### config.mk
export PLATFORM = sky130hd
export DESIGN_NAME = bp_assoc_cache
export DESIGN_NICKNAME = d
export VERILOG_FILES = /design/src/rtl/bp_assoc_cache.sv
export SDC_FILE = /design/constraint.sdc
export NUM_CORES = 1
export LEC_CHECK = 0
export ABC_CLOCK_PERIOD_IN_PS = 5400
export BUFFER_PORTS_ARGS = -buffer_cell sky130_fd_sc_hd__buf_2
export CAP_MARGIN = 0
export CORE_MARGIN = 2
export CORE_UTILIZATION = 47
export CTS_CLUSTER_SIZE = 30
export DETAILED_ROUTE_END_ITERATION = 12
export PLACE_DENSITY_LB_ADDON = 0.1
export RECOVER_POWER = 100
export SLEW_MARGIN = 10
export SYNTH_ARGS = -nofsm -noshare
export SYNTH_HDL_FRONTEND = slang
export SYNTH_SLANG_ARGS = --single-unit
### constraint.sdc
create_clock -name clk -period 5.4 [get_ports clk]
set_input_delay 0.54 -clock clk [delete_from_list [all_inputs] [get_ports clk]]
set_output_delay 0.54 -clock clk [all_outputs]
set_load 0.01 [all_outputs]
### src/rtl/bp_assoc_cache.sv
// Set-associative branch-history cache with tree pseudo-LRU replacement.
// Two combinational lookup ports and one registered saturating-update port.
module bp_assoc_cache #(
    parameter int AWIDTH = 30,
    parameter int DWIDTH = 2,
    parameter int LINES  = 8,
    parameter int WAYS   = 2
) (
    input  logic              clk,
    input  logic              reset,
    input  logic [AWIDTH-1:0] ra0,
    output logic [DWIDTH-1:0] dout0,
    output logic              hit0,
    output logic              taken0,
    input  logic [AWIDTH-1:0] ra1,
    output logic [DWIDTH-1:0] dout1,
    output logic              hit1,
    output logic              taken1,
    input  logic [AWIDTH-1:0] ua,
    input  logic              utaken,
    input  logic              uv,
    input  logic              flush,
    output logic              upd_hit,
    output logic              upd_evict
);

    localparam int IW = $clog2(LINES);
    localparam int TW = AWIDTH - IW;
    localparam int WW = (WAYS > 1) ? $clog2(WAYS) : 1;
    localparam int PW = (WAYS > 1) ? WAYS - 1 : 1;

    localparam logic [DWIDTH-1:0] CMAX = '1;
    localparam logic [DWIDTH-1:0] WK_T = DWIDTH'(1) << (DWIDTH - 1);
    localparam logic [DWIDTH-1:0] WK_N = WK_T - DWIDTH'(1);

    logic [WAYS-1:0]   vld  [LINES];
    logic [TW-1:0]     tg   [LINES][WAYS];
    logic [DWIDTH-1:0] ct   [LINES][WAYS];
    logic [PW-1:0]     plru [LINES];

    logic [AWIDTH-1:0] ra [2];
    assign ra[0] = ra0;
    assign ra[1] = ra1;

    for (genvar p = 0; p < 2; p++) begin : g_rd
        logic [IW-1:0]     idx;
        logic [TW-1:0]     tag;
        logic              h;
        logic [DWIDTH-1:0] d;
        assign idx = ra[p][IW-1:0];
        assign tag = ra[p][AWIDTH-1:IW];
        // Scan high to low so the lowest matching way wins.
        always_comb begin
            h = 1'b0;
            d = '0;
            for (int w = WAYS - 1; w >= 0; w--) begin
                if (vld[idx][w] && tg[idx][w] == tag) begin
                    h = 1'b1;
                    d = ct[idx][w];
                end
            end
        end
    end

    assign hit0   = g_rd[0].h;
    assign dout0  = g_rd[0].d;
    assign taken0 = hit0 & dout0[DWIDTH-1];
    assign hit1   = g_rd[1].h;
    assign dout1  = g_rd[1].d;
    assign taken1 = hit1 & dout1[DWIDTH-1];

    logic              q_v;
    logic [AWIDTH-1:0] q_a;
    logic              q_t;

    logic [IW-1:0]     q_idx;
    logic [TW-1:0]     q_tag;
    logic              q_hit;
    logic [WW-1:0]     q_hw;
    logic              has_inv;
    logic [WW-1:0]     inv_way;
    logic [WW-1:0]     plru_way;
    logic [WW-1:0]     q_way;
    logic [DWIDTH-1:0] cur_ct;
    logic [DWIDTH-1:0] new_ct;
    logic [PW-1:0]     cur_p;
    logic [PW-1:0]     nxt_p;

    assign q_idx = q_a[IW-1:0];
    assign q_tag = q_a[AWIDTH-1:IW];
    assign cur_p = plru[q_idx];

    always_comb begin
        q_hit   = 1'b0;
        q_hw    = '0;
        has_inv = 1'b0;
        inv_way = '0;
        for (int w = WAYS - 1; w >= 0; w--) begin
            if (vld[q_idx][w] && tg[q_idx][w] == q_tag) begin
                q_hit = 1'b1;
                q_hw  = WW'(w);
            end
            if (!vld[q_idx][w]) begin
                has_inv = 1'b1;
                inv_way = WW'(w);
            end
        end
    end

    // pLRU bits point at the victim; each access flips them away.
    if (WAYS == 4) begin : g_p4
        assign plru_way = cur_p[0] ? {1'b1, cur_p[2]}
                                   : {1'b0, cur_p[1]};
        always_comb begin
            nxt_p    = cur_p;
            nxt_p[0] = ~q_way[1];
            if (q_way[1]) nxt_p[2] = ~q_way[0];
            else          nxt_p[1] = ~q_way[0];
        end
    end else if (WAYS == 2) begin : g_p2
        assign plru_way = cur_p[0];
        assign nxt_p    = ~q_way;
    end else begin : g_p1
        assign plru_way = 1'b0;
        assign nxt_p    = cur_p;
    end

    assign q_way  = q_hit ? q_hw : (has_inv ? inv_way : plru_way);
    assign cur_ct = ct[q_idx][q_hw];

    always_comb begin
        new_ct = q_t ? WK_T : WK_N;
        if (q_hit) begin
            if (q_t) new_ct = (cur_ct == CMAX) ? cur_ct : cur_ct + DWIDTH'(1);
            else     new_ct = (cur_ct == '0)   ? cur_ct : cur_ct - DWIDTH'(1);
        end
    end

    always_ff @(posedge clk) begin
        if (reset) begin
            for (int l = 0; l < LINES; l++) begin
                vld[l]  <= '0;
                plru[l] <= '0;
                for (int w = 0; w < WAYS; w++) begin
                    tg[l][w] <= '0;
                    ct[l][w] <= '0;
                end
            end
            q_v       <= 1'b0;
            q_a       <= '0;
            q_t       <= 1'b0;
            upd_hit   <= 1'b0;
            upd_evict <= 1'b0;
        end else if (flush) begin
            for (int l = 0; l < LINES; l++) begin
                vld[l]  <= '0;
                plru[l] <= '0;
            end
            q_v       <= 1'b0;
            upd_hit   <= 1'b0;
            upd_evict <= 1'b0;
        end else begin
            q_v       <= uv;
            q_a       <= ua;
            q_t       <= utaken;
            upd_hit   <= q_v & q_hit;
            upd_evict <= q_v & ~q_hit & vld[q_idx][q_way];
            if (q_v) begin
                vld[q_idx][q_way] <= 1'b1;
                tg[q_idx][q_way]  <= q_tag;
                ct[q_idx][q_way]  <= new_ct;
                plru[q_idx]       <= nxt_p;
            end
        end
    end

endmodule

## Word-level counts from Yosys, hierarchy flattened

Memories as Yosys holds them, arrays and structs flattened. A register that Yosys moved wholly into a read port is not among the register bits.
Cells that the tools add are included.

- Bits in registers: 34
- RAM bits: 488
- Output and inout bits: 10
- Memories: 4

Memories:

| name | words | bits a word | read ports | clocked after Yosys merged registers in | write ports | line | text |
|---|---|---|---|---|---|---|---|
| tg | 8 | 54 | 3 | 1 | 8 | 37 | `logic [TW-1:0] tg [LINES][WAYS];` |
| ct | 8 | 4 | 3 | 1 | 8 | 38 | `logic [DWIDTH-1:0] ct [LINES][WAYS];` |
| vld | 8 | 2 | 3 | 1 | 8 | 36 | `logic [WAYS-1:0] vld [LINES];` |
| plru | 8 | 1 | 1 | 1 | 8 | 39 | `logic [PW-1:0] plru [LINES];` |

- $add $sub $neg: 2
- Order comparisons: 5
- Equality and inequality tests: 7
- Multiplexer cells: 80
- Bitwise logic cells: 25
- Reductions and logical operators: 14

Operators with widths:

| cell | number |
|---|---|
| 27-bit == test | 6 |
| 54-bit 2-to-1 mux | 3 |
| 54-bit OR reduction | 1 |
| 2-bit 2-to-1 mux | 24 |
| 3-bit 2-to-1 mux | 12 |
| 1-bit 2-to-1 mux | 34 |
| 27-bit demux with 1-bit select | 1 |
| 27-bit 2-to-1 mux | 1 |
| 1-bit OR | 16 |
| 4-bit 2-to-1 mux | 3 |
| 1-bit logical AND | 8 |
| 1-bit bitwise AND | 5 |
| 2-bit >= comparator (second input constant) | 2 |
| 1-bit inverter with 2-bit output | 2 |
| 2-bit OR reduction | 2 |
| 4-bit OR reduction | 1 |
| 2-bit by 1-bit adder with 2-bit output (second input constant) | 1 |
| 2-bit demux with 1-bit select | 1 |
| 2-bit == test (second input constant) | 1 |
| 2-bit zero test | 1 |
| 1-bit by 2-bit less-than comparator with 1-bit output (second input constant) | 1 |
| 2-bit by 1-bit less-than comparator with 1-bit output (second input constant) | 1 |
| 1-bit inverter | 2 |
| 2-bit by 1-bit subtractor with 2-bit output (second input constant) | 1 |
| 3 further kinds | 3 |

## Logic depth before layout (Yosys ltp)

Gate-level depths: netlist of run 1.

- Word-level depth: 13
- Gate-level depth with buffers: 17
- Depth with buffers taken out: 10

## Worst setup path before layout of run 1

Ideal clock, no wire load.

- Path type: register to register
- From: reg with a tool-made name
- To: mem ct[2][2] in the netlist's numbering (enable)
- Library setup time: 0.322 ns
- Data arrival time: 3.906 ns
- Required time: 5.078 ns
- Setup slack: 1.172 ns
- Cell stages (with the launch flop): 15
- Path buffers: 6
- Path through: dfxtp_1 -> buf_2 -> buf_4 -> buf_2 -> buf_2 -> mux2i_1 -> xor2_1 -> nand4_1 -> or4b_1 -> nor4b_2 -> o21bai_1 -> clkbuf_1 -> nor2b_1 -> clkbuf_1 -> or2_2

RTL lines:

| item | line |
|---|---|
| end, declared | 38 |

==> results by group, run 1 <==
Power
  • Clock power share: 40.5%
  • VDD IR max: 0.000240 V
  • Psw: 2.85 mW
  • Sequential Power Share: 44.5%
  • Combinational share of power: 15.0%
  • Power density cells: 291 nW/µm²
  • LEAKAGE: 13.1 nW
  • Internal power: 7.77 mW
  • Sw Share: 26.8%

Global route
  • Initial antenna violation count: 2
  • First-pass GRT wire length: between 150000 and 200000 µm
  • Largest net degree at the start of global routing: 48
  • Vias in the first global route: 21700
  • Global Route Usage Sum: about 33%
  • Gr ovfl total: 0

Floorplan
  • Rows: 96
  • Chip width: 267 µm
  • Die area: 71100 µm²
  • Io pins: 105
  • Initial core utilization: 47.4%
  • Core area: 68500 µm²
  • Die H: 267 µm

Cells and area
  • Fin area: between 30000 and 40000 µm²
  • Fraction of layout cells with a size suffix above 1: 29.1%
  • NumNets Final: 2516
  • Synth-to-Final Area Change: 12.4%
  • Filler cells: a little under 6000

Setup path
  • Largest delay share family, worst path: simple AND/OR/NAND/NOR gates
  • CP Buf/Inv Count: 2
  • Startpoint types: flop
  • CP required: 5.79 ns
  • Critical-path cell list: mux4_2 -> mux2i_1 -> xor2_1 -> nand4_1 -> or4b_1 -> nor4b_2 -> buf_4 -> o21bai_1 -> nor2b_1 -> clkbuf_2 -> and2_1
  • CP Max Fanout: 41
  • WP data arrival: approximately 5.8 ns
  • Worst Setup End Kind: flop
  • Setup Crit Path Kind: reg2reg
  • Max stage delay on crit path: just over 0.8 ns
  • CP max-delay cell: dfxtp_4

Outcome
  • Outcome: complete, but fails checks
  • Failing checks: capacitance limit, slew limit

Timing
  • Slew @ Worst Pin: 2.88 ns
  • Endpoints failing setup: 0
  • Unrepaired setup endpoints after global routing: no
  • Final min period: 5.37 ns
  • Final-report max-slew violation count: 32
  • Final hold vios: 0
  • FMAX: 0.186 GHz
  • Ratio of final minimum period to clock period: 99.4%
  • Total negative setup slack: 0 ns
  • Relative max-transition margin: -92.3%
  • Worst clock skew: 0.0160 ns

Synthesis
  • Number of synthesized register bits: 525
  • Yosys warns: 0
  • Synth cell count leaders: edfxtp_1 (472), and2_1 (436), mux4_2 (318)
  • Mean post-synth cell area: between 10 and 15 µm²
  • Post-synth EDFFs: about 470
  • Synth top area cells: edfxtp_1 (44%), mux4_2 (22%), and2_1 (8.4%), mux2i_1 (7.4%), dfxtp_1 (3.3%)
  • Primary FF master, synth: edfxtp_1
  • Syn Inst Count: 2332
  • Synth unique cells: 55
  • Syn Nets: approximately 2400
  • Count leader, synth: edfxtp_1
  • Share of synthesized registers carrying an async set or reset: 0%
  • Largest area contributor in the synthesized netlist: edfxtp_1
  • Yosys top cell area share: approximately 44%
  • Sequential area share after synthesis: 47.0%
  • Mapped cell area: roughly 32000 µm²

Clocking
  • CTS Hold Buffers Added: 0
  • Post-CTS Setup Bufs: 0
  • Clock Sinks: 525
  • TritonCTS clock tree: built
  • Clock root buffer: clkbuf_16
  • H-tree depth: 2
  • Clk_lat worst skew: 0.65 ns
  • Cts repair resizes: 0
  • Clk slew on worst S/H paths: approximately 0.060 ns
  • CTS Buffer Depth: 3
  • TritonCTS buffer count: 60

Routing
  • Vias: 22200
  • ANT nets after route: 0
  • Post-DR wirelength/cell: 35.1 µm
  • Drt first-iter violations: 3165
  • Post-route DRC: 0
  • Final wirelength: between 100000 and 150000 µm
  • Routed vias/inst: 6.63
  • First-pass iteration count of the detailed router: 6

Placement
  • Final HPWL DP: about 80000 µm
  • Placement-stage cell area: 34600 µm²
  • Port bufs: 104
  • RePlAce Congestion: 0.987

Run
  • Maxcap violations: 1

Min path
  • Worst hold path class: in2reg
area by class of cell:
cell class	instances	area [µm²]	area share [%]
multi-input combinational	1563	16200	44.4
sequential	525	15200	41.8
timing repair buffer	254	1820	4.98
clock buffer	85	1690	4.63
tap	882	1100	3.03
clock inverter	26	342	0.937
inverter	17	63.8	0.175
antenna	1	2.50	0.00686
per-layer routing:
layer	track usage [%]	wire (µm)	vias up
li1	-	-	9097
met1	46.5	46800	11400
met2	51.2	53700	1469
met3	6.53	11900	234
met4	13.3	5340	0
met5	0	0	-
power groups by stage:
stage	registers (mW)	clock network, mW	logic [mW]
after floorplan	4.71	0	1.01
after global routing	4.75	4.46	1.65
after global placement	4.80	0	1.57
after detailed placement	4.81	0	1.57
after CTS	4.73	4.32	1.58
final	4.73	4.30	1.59
cells by family (layout without fill, tap and decap cells):
family,count (synthesis),in the layout,synth area share (%)
compound gates,100,100,2.35
xor+xnor,148,148,4.00
buf+inv,244,382,3.12
flops,525,525,47.0
mux,584,584,30.4
other cells,0,1,0
simple gates,731,731,13.2
sequential cells by signal, indices dropped and copies added, names as in the netlist, named ones only:
name	count
q_a	30
upd_evict	1
vld	16
upd_hit	1
ct	32
q_v	1
plru	8
tg	432
q_t	1
path summary, 6_finish.rpt:
| path | startpoint | endpoint | slack (ns) | cells past startpoint |
|---|---|---|---|---|
| max reg2reg | flop | tg[2][52] | 0.03 | 11 |
| max | flop | tg[2][52] | 0.03 | 11 |
| min reg2reg | vld[3][0] | vld[3][0] | 0.47 | 2 |
| min | uv | q_v | 0.09 | 2 |
stage by stage:
stage / hold WS (ns) / total power, mW / worst slack, ns / util [%] / cells
after global placement: 0.454 / 6.37 / 0.265 / 50.6 / 3241
after global routing: 0.115 / 10.8 / 0.0235 / 53.2 / 3353
after CTS: 0.0832 / 10.6 / 0.205 / 53.5 / 3352
after floorplan: 0.439 / 5.71 / 1.17 / - / 2332
after detailed placement: 0.460 / 6.38 / 0.235 / 50.6 / 3241
final: 0.0929 / 10.6 / 0.0325 / 53.2 / 3353
placed cells by master, fill, tap and decap left out, types with 17 or more instances in the layout:
| cell type | synthesis | routed |
|---|---|---|
| xnor2_1 | 76 | 76 |
| buf_4 | 11 | 120 |
| mux4_2 | 318 | 318 |
| a22oi_1 | 20 | 20 |
| nand4_1 | 26 | 26 |
| nand2_1 | 78 | 78 |
| mux2i_1 | 239 | 239 |
| mux2_2 | 27 | 27 |
| and2_0 | 0 | 129 |
| xor2_1 | 72 | 72 |
| dfxtp_1 | 53 | 50 |
| nor2_1 | 49 | 45 |
| clkbuf_1 | 145 | 29 |
| edfxtp_1 | 472 | 472 |
| nor4_1 | 26 | 26 |
| and2_1 | 436 | 307 |
| nor3_1 | 17 | 17 |
| clkbuf_16 | 0 | 61 |
| buf_2 | 25 | 92 |
(Power assumes the default switching activity.)
==> inputs of run 2 (changes only) <==
--- a/config.mk
+++ b/config.mk
@@ -5,7 +5,7 @@
 export SDC_FILE = /design/constraint.sdc
 export NUM_CORES = 1
 export LEC_CHECK = 0
-export ABC_CLOCK_PERIOD_IN_PS = 5400
+export ABC_CLOCK_PERIOD_IN_PS = 6350
 export BUFFER_PORTS_ARGS = -buffer_cell sky130_fd_sc_hd__buf_2
 export CAP_MARGIN = 0
 export CORE_MARGIN = 2
==> constraint.sdc (replaced) <==
create_clock -name clk -period 6.35 [get_ports clk]
set_input_delay 0.635 -clock clk [delete_from_list [all_inputs] [get_ports clk]]
set_output_delay 0.635 -clock clk [all_outputs]
set_load 0.01 [all_outputs]
==> run 2 against run 1 <==
Net effect: the run still ends with capacitance limit, slew limit left; die area stayed put; critical path depth is 1 lower; count of clock-buffer cells in the layout is 9 lower; critical path type unchanged; largest cell class unchanged.
==> results by group, run 2 (same netlist as run 1, synthesis figures left out) <==
Global route
  • First-pass GRT wire length: 166000 µm (was 164000 µm)
  • Global Route Usage Sum: 33.5% (was 33.2%)
  • Initial antenna violation count: 2 (unchanged)
  • Vias in the first global route: 22000 (was 21700)
  • Largest net degree at the start of global routing: 50 (was 48)
  • Gr ovfl total: 0 (unchanged)

Outcome
  • Failing checks: capacitance limit, slew limit (unchanged)
  • Outcome: complete, but fails checks (unchanged)

Setup path
  • Worst Setup End Kind: flop (unchanged)
  • Startpoint types: flop (unchanged)
  • Setup Crit Path Kind: reg2reg (unchanged)
  • WP data arrival: 6.03 ns (was 5.75 ns)
  • CP required: 6.56 ns (was 5.79 ns)
  • CP Max Fanout: 45 (was 41)

Cells and area
  • Most frequent cells in the layout: edfxtp_1 (472), mux4_2 (318), and2_1 (282), mux2i_1 (239), and2_0 (154) (was edfxtp_1 (472), mux4_2 (318), and2_1 (307), mux2i_1 (239), and2_0 (129))
  • Filler cells: 5702 (was 5781)
  • Fin area: 36200 µm² (was 36500 µm²)
  • Post-Layout Cell Count: 3321 (was 3353)
  • Top flop regs: tg: 432 flops, ct: 32 flops, q_a: 30 flops (unchanged)
  • Largest register FFs: 432 (unchanged)
  • Most flops, register: tg (unchanged)
  • NumNets Final: 2481 (was 2516)
  • Fraction of layout cells with a size suffix above 1: 28.1% (was 29.1%)
  • Most common cell after layout, fill and taps aside: edfxtp_1 (unchanged)
  • Synth-to-Final Area Change: 11.6% (was 12.4%)

Timing
  • Relative max-transition margin: -102% (was -92.3%)
  • FMAX: 0.172 GHz (was 0.186 GHz)
  • Final hold vios: 0 (unchanged)
  • Final-report max-slew violation count: 63 (was 32)
  • Unrepaired setup endpoints after global routing: no (unchanged)
  • Endpoints failing setup: 0 (unchanged)
  • Ratio of final minimum period to clock period: 91.6% (was 99.4%)
  • Final min period: 5.82 ns (was 5.37 ns)
  • Worst clock skew: 0.0397 ns (was 0.0160 ns)
  • Slew @ Worst Pin: 3.03 ns (was 2.88 ns)
  • Total negative setup slack: 0 ns (unchanged)

Floorplan
  • Chip width: 267 µm (unchanged)
  • Die area: 71100 µm² (unchanged)
  • Rows: 96 (unchanged)
  • Die H: 267 µm (unchanged)
  • Io pins: 105 (unchanged)
  • Core area: 68500 µm² (unchanged)
  • Initial core utilization: 47.4% (unchanged)

Routing
  • Routed vias/inst: 6.67 (was 6.63)
  • Drt first-iter violations: 2580 (was 3165)
  • Vias: 22200 (about the same)
  • Final wirelength: 118000 µm (about the same)
  • Post-DR wirelength/cell: 35.6 µm (was 35.1 µm)
  • Post-route DRC: 0 (unchanged)
  • ANT nets after route: 0 (unchanged)
  • First-pass iteration count of the detailed router: 5 (was 6)

Power
  • Power density cells: 251 nW/µm² (was 291 nW/µm²)
  • LEAKAGE: 12.9 nW (was 13.1 nW)
  • VDD IR max: 0.000204 V (was 0.000240 V)
  • Final Power: 9.09 mW (was 10.6 mW)

Clocking
  • TritonCTS buffer count: 59 (was 60)
  • TritonCTS clock tree: built (unchanged)
  • CTS Hold Buffers Added: 0 (unchanged)
  • Clock Sinks: 525 (unchanged)
  • Cts repair resizes: 0 (unchanged)
  • CTS Buffer Depth: 3 (unchanged)
  • Post-CTS Setup Bufs: 0 (unchanged)
  • Clk_lat worst skew: 0.65 ns (about the same)
  • Clk slew on worst S/H paths: 0.06 ns (about the same)
  • H-tree depth: 2 (unchanged)
  • Clock root buffer: clkbuf_16 (unchanged)

Min path
  • Worst hold path class: in2reg (unchanged)

Run
  • Maxcap violations: 2 (was 1)

Placement
  • Cells after DPL: 3207 (was 3241)
  • Final HPWL DP: 79500 µm (was 79900 µm)
  • Placement-stage cell area: 34200 µm² (was 34600 µm²)
  • RePlAce Congestion: 0.956 (was 0.987)
  • Port bufs: 104 (unchanged)
[run 2: changes by cell type in the layout (fill, tap and decap cells not counted), sizes merged]
cell      change
diode         +1
buf          -40
bufinv        +2
clkinv        +8
clkinvlp      -1
clkbuf        -3
inv           +1
[run 2: metal layers]
layer  GRT usage, %  wire length (µm)  up-vias
met5              0                46        -
met4           12.0              5140        2
met3           9.40             12800      234
met2           51.5             53600     1345
met1           45.6             46800    11500
li1               -                 -     9036
[run 2: area by class of cell]
class	instances	area, µm²	share of cell area (%)
flip-flops and latches	525	15200	42.1
inverters	17	63.8	0.176
multi-input cells	1563	16200	44.7
clock inverters	36	450	1.24
clock buffers	76	1640	4.53
diodes	2	5.00	0.0138
well taps	882	1100	3.05
repair buffers	220	1490	4.13
[run 2: worst max-delay path, cell delays in order (launching register included)]
cell and delay (ns):
dfxtp_4 0.89, buf_4 0.47, mux4_2 0.36, mux2i_1 0.17, xor2_1 0.42, nand4_1 0.16, nor4_1 0.25, and4_1 0.65
o21bai_1 0.35, nor2b_1 0.23, or2_1 1.39
[run 2: per-stage QoR]
stage	worst slack [ns]	util, %	hold WS (ns)
3_5_place_dp	1.11	50.0	0.464
4_1_cts	1.10	53.1	0.180
2_1_floorplan	1.94	-	0.439
5_1_grt	0.393	52.9	0.210
6_report	0.532	52.9	0.206
3_3_place_gp	1.19	50.0	0.455
[run 2: path summary, 6_finish.rpt]
check                  from         to  slack (ns)  depth (start not counted)
setup / recovery       flop  tg[1][44]        0.53                         10
hold / removal           uv        q_v        0.21                          2
setup reg to reg       flop  tg[1][44]        0.53                         10
hold reg to reg   vld[3][1]  vld[3][1]        0.47                          2
[run 2: report_power, final]
| part | leakage (nW) | internal, mW | switching (mW) |
|---|---|---|---|
| Clock | 1.01 | 2.23 | 1.49 |
| Combinational | 6.61 | 0.558 | 0.790 |
| Sequential | 5.29 | 3.88 | 0.145 |
